==> src/rtl/dcp_noc2fifo_pkg.sv <==
`default_nettype none
// ============================================================================
// Module  : dcp_noc2fifo_pkg
// Purpose : Field widths, packed-entry layout and shared constants for the
//           DCP NoC2 request FIFO. Field-width macros default to the DCP
//           values when dcp.h has not already defined them.
// Ports   : none (package)
// Config  : DCP_NOC2FIFO_BYPASS_EN (consumed by dcp_noc2fifo)
// Rev     : 1.0 - initial release
// ============================================================================

`ifndef DCP_NOC2_REQTYPE_WIDTH
`define DCP_NOC2_REQTYPE_WIDTH 5
`endif
`ifndef NOC_DATA_WIDTH
`define NOC_DATA_WIDTH 64
`endif
`ifndef DCP_MSHRID_WIDTH
`define DCP_MSHRID_WIDTH 5
`endif
`ifndef PHY_ADDR_WIDTH
`define PHY_ADDR_WIDTH 40
`endif
`ifndef PACKET_HOME_ID_WIDTH
`define PACKET_HOME_ID_WIDTH 30
`endif
`ifndef MSG_SRC_FBITS_WIDTH
`define MSG_SRC_FBITS_WIDTH 4
`endif

// Entry layout, LSB first: fbits | homeid | address | mshrid | data | type
`define DCP_NOC2FIFO_FBITS_OFF   0
`define DCP_NOC2FIFO_HOMEID_OFF  (`DCP_NOC2FIFO_FBITS_OFF   + `MSG_SRC_FBITS_WIDTH)
`define DCP_NOC2FIFO_ADDR_OFF    (`DCP_NOC2FIFO_HOMEID_OFF  + `PACKET_HOME_ID_WIDTH)
`define DCP_NOC2FIFO_MSHRID_OFF  (`DCP_NOC2FIFO_ADDR_OFF    + `PHY_ADDR_WIDTH)
`define DCP_NOC2FIFO_DATA_OFF    (`DCP_NOC2FIFO_MSHRID_OFF  + `DCP_MSHRID_WIDTH)
`define DCP_NOC2FIFO_TYPE_OFF    (`DCP_NOC2FIFO_DATA_OFF    + `NOC_DATA_WIDTH)
`define DCP_NOC2FIFO_ENTRY_WIDTH (`DCP_NOC2FIFO_TYPE_OFF    + `DCP_NOC2_REQTYPE_WIDTH)

package dcp_noc2fifo_pkg;
  localparam int C_TYPE_W   = `DCP_NOC2_REQTYPE_WIDTH;
  localparam int C_DATA_W   = `NOC_DATA_WIDTH;
  localparam int C_MSHRID_W = `DCP_MSHRID_WIDTH;
  localparam int C_ADDR_W   = `PHY_ADDR_WIDTH;
  localparam int C_HOMEID_W = `PACKET_HOME_ID_WIDTH;
  localparam int C_FBITS_W  = `MSG_SRC_FBITS_WIDTH;
  localparam int C_ENTRY_W  = `DCP_NOC2FIFO_ENTRY_WIDTH;
endpackage

`default_nettype wire

==> src/rtl/dcp_noc2fifo_mem.sv <==
`default_nettype none
// ============================================================================
// Module  : dcp_noc2fifo_mem
// Purpose : DEPTH x WIDTH register array with one write port and one
//           asynchronous read port. All entries reset to zero.
// Ports   : clk, rst_n           - clock, async active-low reset
//           we, waddr, wdata     - write port
//           raddr, rdata         - combinational read port
// Rev     : 1.0 - initial release
// ============================================================================
module dcp_noc2fifo_mem
  import dcp_noc2fifo_pkg::*;
#(
  parameter int DEPTH = 4,
  parameter int WIDTH = C_ENTRY_W,
  parameter int PTR_W = 2
) (
  input  logic             clk,
  input  logic             rst_n,
  input  logic             we,
  input  logic [PTR_W-1:0] waddr,
  input  logic [WIDTH-1:0] wdata,
  input  logic [PTR_W-1:0] raddr,
  output logic [WIDTH-1:0] rdata
);

  logic [WIDTH-1:0] rd_vec [DEPTH];

  generate
    for (genvar i = 0; i < DEPTH; i++) begin : g_entry
      logic [WIDTH-1:0] entry_d;
      logic [WIDTH-1:0] entry_q;

      always_comb begin
        entry_d = entry_q;
        if (we && (waddr == PTR_W'(i))) begin
          entry_d = wdata;
        end
      end

      always_ff @(posedge clk or negedge rst_n) begin
        if (!rst_n) begin
          entry_q <= '0;
        end else begin
          entry_q <= entry_d;
        end
      end

      assign rd_vec[i] = entry_q;
    end
  endgenerate

  // raddr is always < DEPTH, so the unused codes of a non-power-of-2 depth
  // are never selected.
  assign rdata = rd_vec[raddr];

endmodule
`default_nettype wire

==> src/rtl/dcp_noc2fifo.sv <==
`default_nettype none
// ============================================================================
// Module  : dcp_noc2fifo
// Purpose : DEPTH-entry in-order FIFO between the DCP request generator and
//           the NoC2 encoder, using the val/ack handshake on both sides, with
//           occupancy and almost-full reporting for prefetch throttling.
// Ports   : clk, rst_n                      - clock, async active-low reset
//           noc2buffer_*  (in)              - producer request + val
//           noc2buffer_ack (out)            - request accepted this cycle
//           noc2buffer_noc2encoder_* (out)  - head entry + val
//           noc2encoder_noc2buffer_ack (in) - encoder consumed head
//           noc2fifo_count, noc2fifo_almost_full - occupancy reporting
// Config  : DCP_NOC2FIFO_BYPASS_EN - zero-latency pass-through when empty
// Rev     : 1.0 - initial release
// ============================================================================
module dcp_noc2fifo
  import dcp_noc2fifo_pkg::*;
#(
  parameter int DEPTH       = 4,
  parameter int AFULL_LEVEL = DEPTH - 1,
  localparam int CNT_W      = $clog2(DEPTH + 1)
) (
  input  logic                  clk,
  input  logic                  rst_n,
  input  logic                  noc2buffer_val,
  input  logic [C_TYPE_W-1:0]   noc2buffer_type,
  input  logic [C_DATA_W-1:0]   noc2buffer_data,
  input  logic [C_MSHRID_W-1:0] noc2buffer_mshrid,
  input  logic [C_ADDR_W-1:0]   noc2buffer_address,
  input  logic [C_HOMEID_W-1:0] noc2buffer_homeid,
  input  logic [C_FBITS_W-1:0]  noc2buffer_fbits,
  output logic                  noc2buffer_ack,
  output logic                  noc2buffer_noc2encoder_val,
  output logic [C_TYPE_W-1:0]   noc2buffer_noc2encoder_type,
  output logic [C_DATA_W-1:0]   noc2buffer_noc2encoder_data,
  output logic [C_MSHRID_W-1:0] noc2buffer_noc2encoder_mshrid,
  output logic [C_ADDR_W-1:0]   noc2buffer_noc2encoder_address,
  output logic [C_HOMEID_W-1:0] noc2buffer_noc2encoder_homeid,
  output logic [C_FBITS_W-1:0]  noc2buffer_noc2encoder_fbits,
  input  logic                  noc2encoder_noc2buffer_ack,
  output logic [CNT_W-1:0]      noc2fifo_count,
  output logic                  noc2fifo_almost_full
);

  localparam int PTR_W = (DEPTH > 1) ? $clog2(DEPTH) : 1;

  logic [PTR_W-1:0]     rd_ptr_d, rd_ptr_q;
  logic [PTR_W-1:0]     wr_ptr_d, wr_ptr_q;
  logic [CNT_W-1:0]     count_d,  count_q;
  logic                 pop, push, wr_en, bypass_take, bypass_active, empty;
  logic [C_ENTRY_W-1:0] wdata, rdata;

  assign empty = (count_q == '0);
  assign pop   = noc2encoder_noc2buffer_ack && !empty;

  // A pop frees a slot in the same cycle, so a full FIFO still accepts.
  // Gated by rst_n so no handshake completes while reset is held.
  assign noc2buffer_ack = rst_n && noc2buffer_val &&
                          ((count_q < CNT_W'(DEPTH)) || pop);
  assign push = noc2buffer_ack;

`ifdef DCP_NOC2FIFO_BYPASS_EN
  // Empty FIFO forwards the request straight through; if the encoder takes
  // it in the same cycle there is nothing left to store.
  assign bypass_active = rst_n && empty && noc2buffer_val;
  assign bypass_take   = bypass_active && noc2encoder_noc2buffer_ack;
`else
  assign bypass_active = 1'b0;
  assign bypass_take   = 1'b0;
`endif

  assign wr_en = push && !bypass_take;

  assign wdata = {noc2buffer_type, noc2buffer_data, noc2buffer_mshrid,
                  noc2buffer_address, noc2buffer_homeid, noc2buffer_fbits};

  // Explicit wrap compare keeps non-power-of-2 depths correct.
  always_comb begin
    rd_ptr_d = rd_ptr_q;
    wr_ptr_d = wr_ptr_q;
    count_d  = count_q;
    if (pop) begin
      rd_ptr_d = (rd_ptr_q == PTR_W'(DEPTH - 1)) ? '0 : rd_ptr_q + PTR_W'(1);
    end
    if (wr_en) begin
      wr_ptr_d = (wr_ptr_q == PTR_W'(DEPTH - 1)) ? '0 : wr_ptr_q + PTR_W'(1);
    end
    case ({wr_en, pop})
      2'b10:   count_d = count_q + CNT_W'(1);
      2'b01:   count_d = count_q - CNT_W'(1);
      default: count_d = count_q;
    endcase
  end

  always_ff @(posedge clk or negedge rst_n) begin
    if (!rst_n) begin
      rd_ptr_q <= '0;
      wr_ptr_q <= '0;
      count_q  <= '0;
    end else begin
      rd_ptr_q <= rd_ptr_d;
      wr_ptr_q <= wr_ptr_d;
      count_q  <= count_d;
    end
  end

  dcp_noc2fifo_mem #(
    .DEPTH (DEPTH),
    .WIDTH (C_ENTRY_W),
    .PTR_W (PTR_W)
  ) u_mem (
    .clk   (clk),
    .rst_n (rst_n),
    .we    (wr_en),
    .waddr (wr_ptr_q),
    .wdata (wdata),
    .raddr (rd_ptr_q),
    .rdata (rdata)
  );

  always_comb begin
    noc2buffer_noc2encoder_val     = !empty;
    noc2buffer_noc2encoder_type    = rdata[`DCP_NOC2FIFO_TYPE_OFF   +: C_TYPE_W];
    noc2buffer_noc2encoder_data    = rdata[`DCP_NOC2FIFO_DATA_OFF   +: C_DATA_W];
    noc2buffer_noc2encoder_mshrid  = rdata[`DCP_NOC2FIFO_MSHRID_OFF +: C_MSHRID_W];
    noc2buffer_noc2encoder_address = rdata[`DCP_NOC2FIFO_ADDR_OFF   +: C_ADDR_W];
    noc2buffer_noc2encoder_homeid  = rdata[`DCP_NOC2FIFO_HOMEID_OFF +: C_HOMEID_W];
    noc2buffer_noc2encoder_fbits   = rdata[`DCP_NOC2FIFO_FBITS_OFF  +: C_FBITS_W];
    if (bypass_active) begin
      noc2buffer_noc2encoder_val     = 1'b1;
      noc2buffer_noc2encoder_type    = noc2buffer_type;
      noc2buffer_noc2encoder_data    = noc2buffer_data;
      noc2buffer_noc2encoder_mshrid  = noc2buffer_mshrid;
      noc2buffer_noc2encoder_address = noc2buffer_address;
      noc2buffer_noc2encoder_homeid  = noc2buffer_homeid;
      noc2buffer_noc2encoder_fbits   = noc2buffer_fbits;
    end
  end

  assign noc2fifo_count       = count_q;
  // Derived only from the count register: no path from the inputs.
  assign noc2fifo_almost_full = (count_q >= CNT_W'(AFULL_LEVEL));

endmodule
`default_nettype wire

==> config.mk <==
export PLATFORM = sky130hd
export DESIGN_NAME = dcp_noc2fifo
export DESIGN_NICKNAME = d
export VERILOG_FILES = /design/src/rtl/dcp_noc2fifo_pkg.sv /design/src/rtl/dcp_noc2fifo_mem.sv /design/src/rtl/dcp_noc2fifo.sv
export SDC_FILE = /design/constraint.sdc
export NUM_CORES = 1
export LEC_CHECK = 0
export ABC_AREA = 1
export CAP_MARGIN = 20
export CORE_MARGIN = 4
export CORE_UTILIZATION = 55
export DETAILED_ROUTE_END_ITERATION = 12
export PLACE_DENSITY_LB_ADDON = 0.1
export SLEW_MARGIN = 20
export SYNTH_ARGS = -nofsm -noshare
export SYNTH_HDL_FRONTEND = slang
export SYNTH_SLANG_ARGS = --single-unit
==> constraint.sdc <==
create_clock -name clk -period 2.5 [get_ports clk]
set_clock_uncertainty 0.15 [all_clocks]
set_input_delay 0.375 -clock clk [delete_from_list [all_inputs] [get_ports clk]]
set_output_delay 0.375 -clock clk [all_outputs]
set_load 0.02 [all_outputs]
==> results.cfg, run 1 <==
[global_routing]
grt_max_degree = 151
grt_pass1_wl_mm = 143.4
grt_pass1_vias = 26270
grt_usage_pct = 29.55
antenna_found_initial = 4
globalRoute.totalOverflow = 0

[sta]
rsz0062_at_grt = true
hold-worst-slack_ns = 0.2816
worstMarginPinSlew_ns = 0.8830
timing.final.hold_violations = 0
post-route-worst-setup-slack_ns = -0.1151
slew_headroom_pct = 41.13
post-route-min-period_ns = 2.615
setup_violations = 117
max_slew_violation_count = 0
clock.fmax_ghz = 0.3824
layout_worst_path_cycle_share_pct = 104.6

[die]
floorplan.core_area_sq_um = 54240
chipWidth_microns = 243.2
design.portCount = 306
start_util_pct = 56.09
fp.dieArea_sq_um = 59140
chipHeight_microns = 243.2
num_rows = 85

[pwr]
power_report.internal_total_mw = 30.43
power.share.combinational_pct = 50.6
finalPower_mw = 53.76
ir_drop_v = 0.0008879
clock_network_fraction_of_design_power_pct = 17.7
switchingPower_mw = 23.34
power.density_nw_per_um2 = 1467
power_switching_share_pct = 43.41
seq_power_share_pct = 31.7
static-leakage-power_nw = 18.86

[worst_setup_path]
cpMaxStageDelayCell = sky130_fd_sc_hd__dfrtp_4
cp_data_arrival_time_ns = 2.09
cp_cell_sequence = buf_4, buf_12, buf_16, o211ai_1, nand2_1, buf_6
timing.critical_path.fanout_max = 14
maximum_cell_stage_delay_along_the_critical_path_ns = 0.50
criticalPathCategory = reg -> out
startpoint_type = flip-flop
worst_r2r_path_depth = 5
worst_ep_required_time_ns = 1.98
end_kind = output pin
r2r_slack_ns = 0.55
r2r-end = u_mem.g_entry[1].entry_q[102]
worstReg2RegStart = wr_ptr_q[1]

[drt]
detail_route.wirelength_mm = 92.78
route.detailed.vias_per_inst = 5.923
initial_drt_pass_iterations = 5
wire_per_inst_microns = 19.70
drcViolationCount = 0
via_count = 27890
drt-initial-drc-count = 2969
detail-route-antenna-nets = 0

[clock_tree]
max-clock-path-buffers = 3
htreeDepth = 3
cts-buffers-inserted = 67
cts_root_buf = sky130_fd_sc_hd__clkbuf_16
total_number_of_clock_tree_sinks = 599
worstSkewPairLatency_ns = 0.59
clock_tree_from_tritoncts = done
clk_transition_reported_paths_ns = 0.06

[hold_path]
hold_path_class = in -> reg
hold_path_end = u_mem.g_entry[2].entry_q[17]
worstHoldStart = noc2buffer_homeid[13]
hold-path-cell-count = 3

[status]
failed_checks = negative setup slack
run_status = complete, but fails checks

[layout]
nFillCells = 4572
multiInputGateArea_sq_um = 12410
nNetsFinal = 4126
syn_to_final_growth_pct = 20.47
seq_area_sq_um = 15000
post_route_standard_cell_area_excluding_fillers_sq_um = 36650
post_route_cells_drive_above_1_share_pct = 9.648
post-route-util_pct = 67.57

[synthesis]
avgSynthCellArea_sq_um = 7.951
post_synth_instance_area_sq_um = 30420
synth_top_area_cell = sky130_fd_sc_hd__dfrtp_1
synth_cell_type_count = 20
synth.top_cells.by_area = sky130_fd_sc_hd__dfrtp_1 (49%), sky130_fd_sc_hd__nand2_1 (20%), sky130_fd_sc_hd__nand4_1 (12%), sky130_fd_sc_hd__o211ai_1 (7.3%), sky130_fd_sc_hd__inv_1 (3.8%)
synth_largest_type_area_fraction_pct = 49.27
post_synth_inst_count = 3826
ys_warn_count = 0
ys_ff_latch = 599
post_synthesis_net_count = 3985
synth.yosys.seq_area_share_pct = 49.27

[place]
gp_routability_congestion = 0.7849
place.detailed.hpwl_mm = 48.44
io_buffers = 305
pre_cts_slack_ns = 0.08992
placement.cell_area_sq_um = 33860

[run]
cap_violations = 0
==> cells by family after synthesis <==
logic type / count (synthesis) / synth area share, %
simple gates: 2248 / 32.75
buf+inv: 672 / 10.28
flops: 599 / 49.27
compound gates: 299 / 7.354
fa+ha+maj: 7 / 0.3126
xor+xnor: 1 / 0.02880
==> area by class of cell <==
cell class	count	area share, %
Tap cell	696	2.376
Multi-Input combinational cell	2555	33.87
Clock inverter	6	0.1502
Timing Repair Buffer	435	13.90
Antenna cell	2	0.01366
Sequential cell	599	40.92
Inverter	309	3.219
Clock buffer	107	5.551
==> worst max-delay path: cells and delay by family, from the launching register on <==
| family | cells | cell delay, ns |
|---|---|---|
| AO/OA/AOI/OAI | 1 | 0.18 |
| buffers and inverters | 4 | 0.64 |
| AND/OR/NAND/NOR | 1 | 0.16 |
| flip-flops | 1 | 0.50 |
==> metal layers <==
layer | track usage (%) | part of all wire [%] | wire (microns) | up-vias
met5 | 0 | 0.041 | 38 | -
met4 | 8.420 | 2.3 | 2125 | 6
met3 | 4.911 | 7.4 | 6850 | 152
met2 | 48.60 | 49 | 45580 | 1098
met1 | 40.83 | 41 | 38190 | 13565
li1 | - | - | - | 13069
==> cells in the mapped netlist <==
library cell               count
sky130_fd_sc_hd__dfrtp_1     599
sky130_fd_sc_hd__nand4_1     593
sky130_fd_sc_hd__clkbuf_1     90
sky130_fd_sc_hd__nor2_1        1
sky130_fd_sc_hd__nand3_1       6
sky130_fd_sc_hd__o21ai_0       3
sky130_fd_sc_hd__inv_2         1
sky130_fd_sc_hd__nand2_2       1
sky130_fd_sc_hd__xnor2_1       1
sky130_fd_sc_hd__buf_1        11
sky130_fd_sc_hd__fa_1          1
sky130_fd_sc_hd__buf_6        32
sky130_fd_sc_hd__ha_1          6
sky130_fd_sc_hd__o211ai_1    296
sky130_fd_sc_hd__inv_1       308
sky130_fd_sc_hd__buf_4        31
sky130_fd_sc_hd__nand2_1    1644
sky130_fd_sc_hd__nand3_4       2
sky130_fd_sc_hd__or2_2         1
sky130_fd_sc_hd__buf_2       199
==> power by group through the flow <==
| stage | clock network [mW] | registers [mW] | logic (mW) |
|---|---|---|---|
| floorplan | 0 | 16.4 | 15.9 |
| global route | 10.1 | 17.6 | 29.7 |
| global placement | 0 | 16.9 | 25.4 |
| CTS | 9.66 | 17.0 | 24.4 |
| detailed placement | 0 | 17.0 | 25.7 |
| finish | 9.52 | 17.0 | 27.2 |
==> how the worst max path moves through the flow <==
stage                               start                                 end  slack, ns  cells after the start
4_1_cts                       rd_ptr_q[0]    noc2buffer_noc2encoder_homeid[3]      -0.16                      5
2_1_floorplan           noc2fifo_count[0]                   noc2fifo_count[2]       0.38                     11
5_1_grt                       rd_ptr_q[0]     noc2buffer_noc2encoder_data[52]      -0.17                      6
3_5_place_dp                  rd_ptr_q[0]  noc2buffer_noc2encoder_address[33]       0.09                      5
6_report                      rd_ptr_q[0]     noc2buffer_noc2encoder_data[48]      -0.12                      6
3_3_place_gp   noc2encoder_noc2buffer_ack                   noc2fifo_count[2]       0.12                     11
==> sequential cells by signal (all words and copies together) (netlist names) <==
register / flops
noc2fifo_count: 3
rd_ptr_q: 2
u_mem.g_entry.entry_q: 592
wr_ptr_q: 2
==> cell usage in the layout (no fill, tap or decap), types with 2 or more instances in the layout <==
cell / instances
sky130_fd_sc_hd__clkinv_2: 5
sky130_fd_sc_hd__buf_16: 14
sky130_fd_sc_hd__buf_6: 84
sky130_fd_sc_hd__dlymetal6s2s_1: 2
sky130_fd_sc_hd__nand2_1: 1637
sky130_fd_sc_hd__buf_8: 5
sky130_fd_sc_hd__dlygate4sd3_1: 2
sky130_fd_sc_hd__nand2_2: 6
sky130_fd_sc_hd__clkbuf_1: 26
sky130_fd_sc_hd__buf_4: 50
sky130_fd_sc_hd__nand4_1: 593
sky130_fd_sc_hd__buf_2: 45
sky130_fd_sc_hd__clkbuf_16: 88
sky130_fd_sc_hd__dfrtp_4: 2
sky130_fd_sc_hd__nand3_1: 4
sky130_fd_sc_hd__clkbuf_2: 12
sky130_fd_sc_hd__clkbuf_8: 8
sky130_fd_sc_hd__diode_2: 2
sky130_fd_sc_hd__dfrtp_1: 597
sky130_fd_sc_hd__ha_4: 4
sky130_fd_sc_hd__ha_1: 2
sky130_fd_sc_hd__buf_12: 52
sky130_fd_sc_hd__o21ai_0: 3
sky130_fd_sc_hd__clkdlybuf4s50_1: 153
sky130_fd_sc_hd__nand3_4: 4
sky130_fd_sc_hd__o211ai_1: 296
sky130_fd_sc_hd__inv_1: 306
==> per-stage QoR <==
stage	TNS, ns	cells
3_3_place_gp	0	4555
4_1_cts	-8.140	4674
6_report	-6.229	4709
3_5_place_dp	0	4555
5_1_grt	-13.71	4708
2_1_floorplan	0	3826
==> timing repair <==
| action | 4_1_cts | 5_1_grt |
|---|---|---|
| cloned | 3 | 22 |
| pin swaps | 10 | 210 |
| gates resized for setup | 583 | 220 |
| hold endpoints to repair | 381 | 0 |
| buffers inserted | 1 | 11 |
| hold buffers | 2 | 0 |
| endpoints found under the setup margin | 149 | 148 |
Power figures use the tool's default switching activity.
==> run 2: changes to the inputs <==
--- a/config.mk
+++ b/config.mk
@@ -10,6 +10,8 @@
 export CORE_MARGIN = 4
 export CORE_UTILIZATION = 55
 export DETAILED_ROUTE_END_ITERATION = 12
+export GPL_ROUTABILITY_DRIVEN = 0
+export MAX_ROUTING_LAYER = met4
 export PLACE_DENSITY_LB_ADDON = 0.1
 export SLEW_MARGIN = 20
 export SYNTH_ARGS = -nofsm -noshare
==> run 2 against run 1 <==
Against the previous run:
- the flow still finishes with violations (negative setup slack)
- maximum frequency up 0.13%
- register-to-register slack about the same
- count of clock-buffer cells in the layout is the same
- final cell count is essentially flat
- sequential power is essentially flat
- critical path depth unchanged
- core utilization up 0.055 points
==> results.cfg, run 2 (same netlist as run 1, synthesis figures left out) <==
[drt]
detail_route.wirelength_mm = 92.95
initial_drt_pass_iterations = 6
routed.top_layer = met4
drcViolationCount = 0
detail-route-antenna-nets = 0
dr_wl_met2_mm = 45.46
wire_per_inst_microns = 19.73
wl_met1_mm = 38.56
drt-initial-drc-count = 2968
via_count = 27845
route.detailed.vias_per_inst = 5.909
routed-wl-met3_mm = 6.670

[layout]
seq_area_sq_um = 15000
flip_flop_count_of_the_largest_register_after_layout = 592
post_route_cells_drive_above_1_share_pct = 9.624
nNetsFinal = 4126
nFillCells = 4574
final_common_cell = sky130_fd_sc_hd__nand2_1
largest_register = u_mem.g_entry.entry_q
layout_common_cells = sky130_fd_sc_hd__nand2_1 (1,638), sky130_fd_sc_hd__dfrtp_1 (597), sky130_fd_sc_hd__nand4_1 (593), sky130_fd_sc_hd__inv_1 (306), sky130_fd_sc_hd__o211ai_1 (296)
multiInputGateArea_sq_um = 12410
syn_to_final_growth_pct = 20.57

[clock_tree]
cts-buffers-inserted = 67
cts_root_buf = sky130_fd_sc_hd__clkbuf_16
clock_tree_from_tritoncts = done
worstSkewPairLatency_ns = 0.59
htreeDepth = 3
max-clock-path-buffers = 3
clk_transition_reported_paths_ns = 0.06
total_number_of_clock_tree_sinks = 599

[status]
run_status = complete, but fails checks
failed_checks = negative setup slack

[pwr]
power.density_nw_per_um2 = 1467
static-leakage-power_nw = 18.87
ir_drop_v = 0.0008812

[worst_setup_path]
worstReg2RegStart = noc2fifo_count[0]
worst_ep_required_time_ns = 1.98
timing.critical_path.fanout_max = 15
criticalPathCategory = reg -> out
r2r-end = noc2fifo_count[2]
end_kind = output pin
r2r_slack_ns = 0.55
startpoint_type = flip-flop
worst_r2r_path_depth = 11
cp_data_arrival_time_ns = 2.09

[sta]
rsz0062_at_grt = true
post-route-min-period_ns = 2.612
tns_ns = -5.928
timing.final.hold_violations = 0
max_slew_violation_count = 0
setup_violations = 115
clock.fmax_ghz = 0.3829
layout_worst_path_cycle_share_pct = 104.5
post-route-worst-setup-slack_ns = -0.1117
worstMarginPinSlew_ns = 0.9038
slew_headroom_pct = 39.75

[global_routing]
antenna_found_initial = 4
grt_usage_pct = 30.46
grt_pass1_wl_mm = 143.5
globalRoute.totalOverflow = 0
grt_max_degree = 151
grt_pass1_vias = 26218

[die]
num_rows = 85
start_util_pct = 56.09
design.portCount = 306
floorplan.core_area_sq_um = 54240
chipWidth_microns = 243.2
chipHeight_microns = 243.2
fp.dieArea_sq_um = 59140

[place]
pre_cts_slack_ns = 0.08992
io_buffers = 305
place.detailed.hpwl_mm = 48.44

[run]
cap_violations = 0

[hold_path]
worstHoldStart = noc2buffer_homeid[13]
hold_path_end = u_mem.g_entry[2].entry_q[17]
hold-path-cell-count = 3
hold_path_class = in -> reg
==> run 2: cell count changes in the layout (fill, tap and decap cells not counted), sizes merged <==
cell    delta
diode      +3
buf        -2
clkbuf     +2
==> run 2: worst max-delay path by stage <==
| stage | from | end | slack, ns | cells past startpoint |
|---|---|---|---|---|
| finish | rd_ptr_q[0] | noc2buffer_noc2encoder_address[7] | -0.11 | 6 |
| floorplan | noc2fifo_count[0] | noc2fifo_count[2] | 0.38 | 11 |
| detailed placement | rd_ptr_q[0] | noc2buffer_noc2encoder_address[33] | 0.09 | 5 |
| CTS | rd_ptr_q[0] | noc2buffer_noc2encoder_homeid[3] | -0.16 | 5 |
| global placement | noc2encoder_noc2buffer_ack | noc2fifo_count[2] | 0.12 | 11 |
| global route | rd_ptr_q[0] | noc2buffer_noc2encoder_data[52] | -0.17 | 6 |
==> run 2: repair_timing <==
action | in CTS | in global routing
pin swaps | 10 | 209
hold endpoints to repair | 381 | 0
resized for setup | 583 | 218
endpoints found under the setup margin | 149 | 148
buffers inserted | 1 | 11
hold buffers | 2 | 0
cloned | 3 | 22
==> run 2: layer usage <==
metal  up-vias  GRT usage, %
met5         -             -
met4         0         8.369
met3       157         4.613
met2      1108         48.63
met1     13505         41.10
li1      13075             -
==> run 2: final cells by class <==
cell class / count / share of cell area (%)
diodes: 5 / 0.03411
multi-input cells: 2555 / 33.84
repair buffers: 435 / 13.95
flip-flops and latches: 599 / 40.89
well taps: 696 / 2.374
clock buffers: 107 / 5.547
clock inverters: 6 / 0.1501
inverters: 309 / 3.217
==> run 2: report_power, final <==
part	switching [mW]	total [mW]	internal, mW
combinational	16.9	27.2	10.4
sequential	2.59	17.0	14.4
clock	3.88	9.52	5.65
total	23.3	53.8	30.5
==> run 2: stage by stage <==
step	power (mW)	cells	utilization, %	area [sq um]	hold WS [ns]
floorplan	32.34	3826	-	30420	-0.07059
global placement	42.26	4555	62.42	33860	0.03008
detailed placement	42.75	4555	62.42	33860	0.03172
CTS	51.06	4674	65.70	35640	0.2472
global route	57.38	4711	67.62	36680	0.2823
finish	53.79	4712	67.62	36680	0.2815
==> run 2: worst max-delay path: stages (launching register included) <==
cell,delay (ns)
sky130_fd_sc_hd__dfrtp_4,0.50
sky130_fd_sc_hd__buf_8,0.16
sky130_fd_sc_hd__clkbuf_16,0.17
sky130_fd_sc_hd__buf_12,0.15
sky130_fd_sc_hd__o211ai_1,0.18
sky130_fd_sc_hd__nand2_1,0.16
sky130_fd_sc_hd__buf_6,0.17
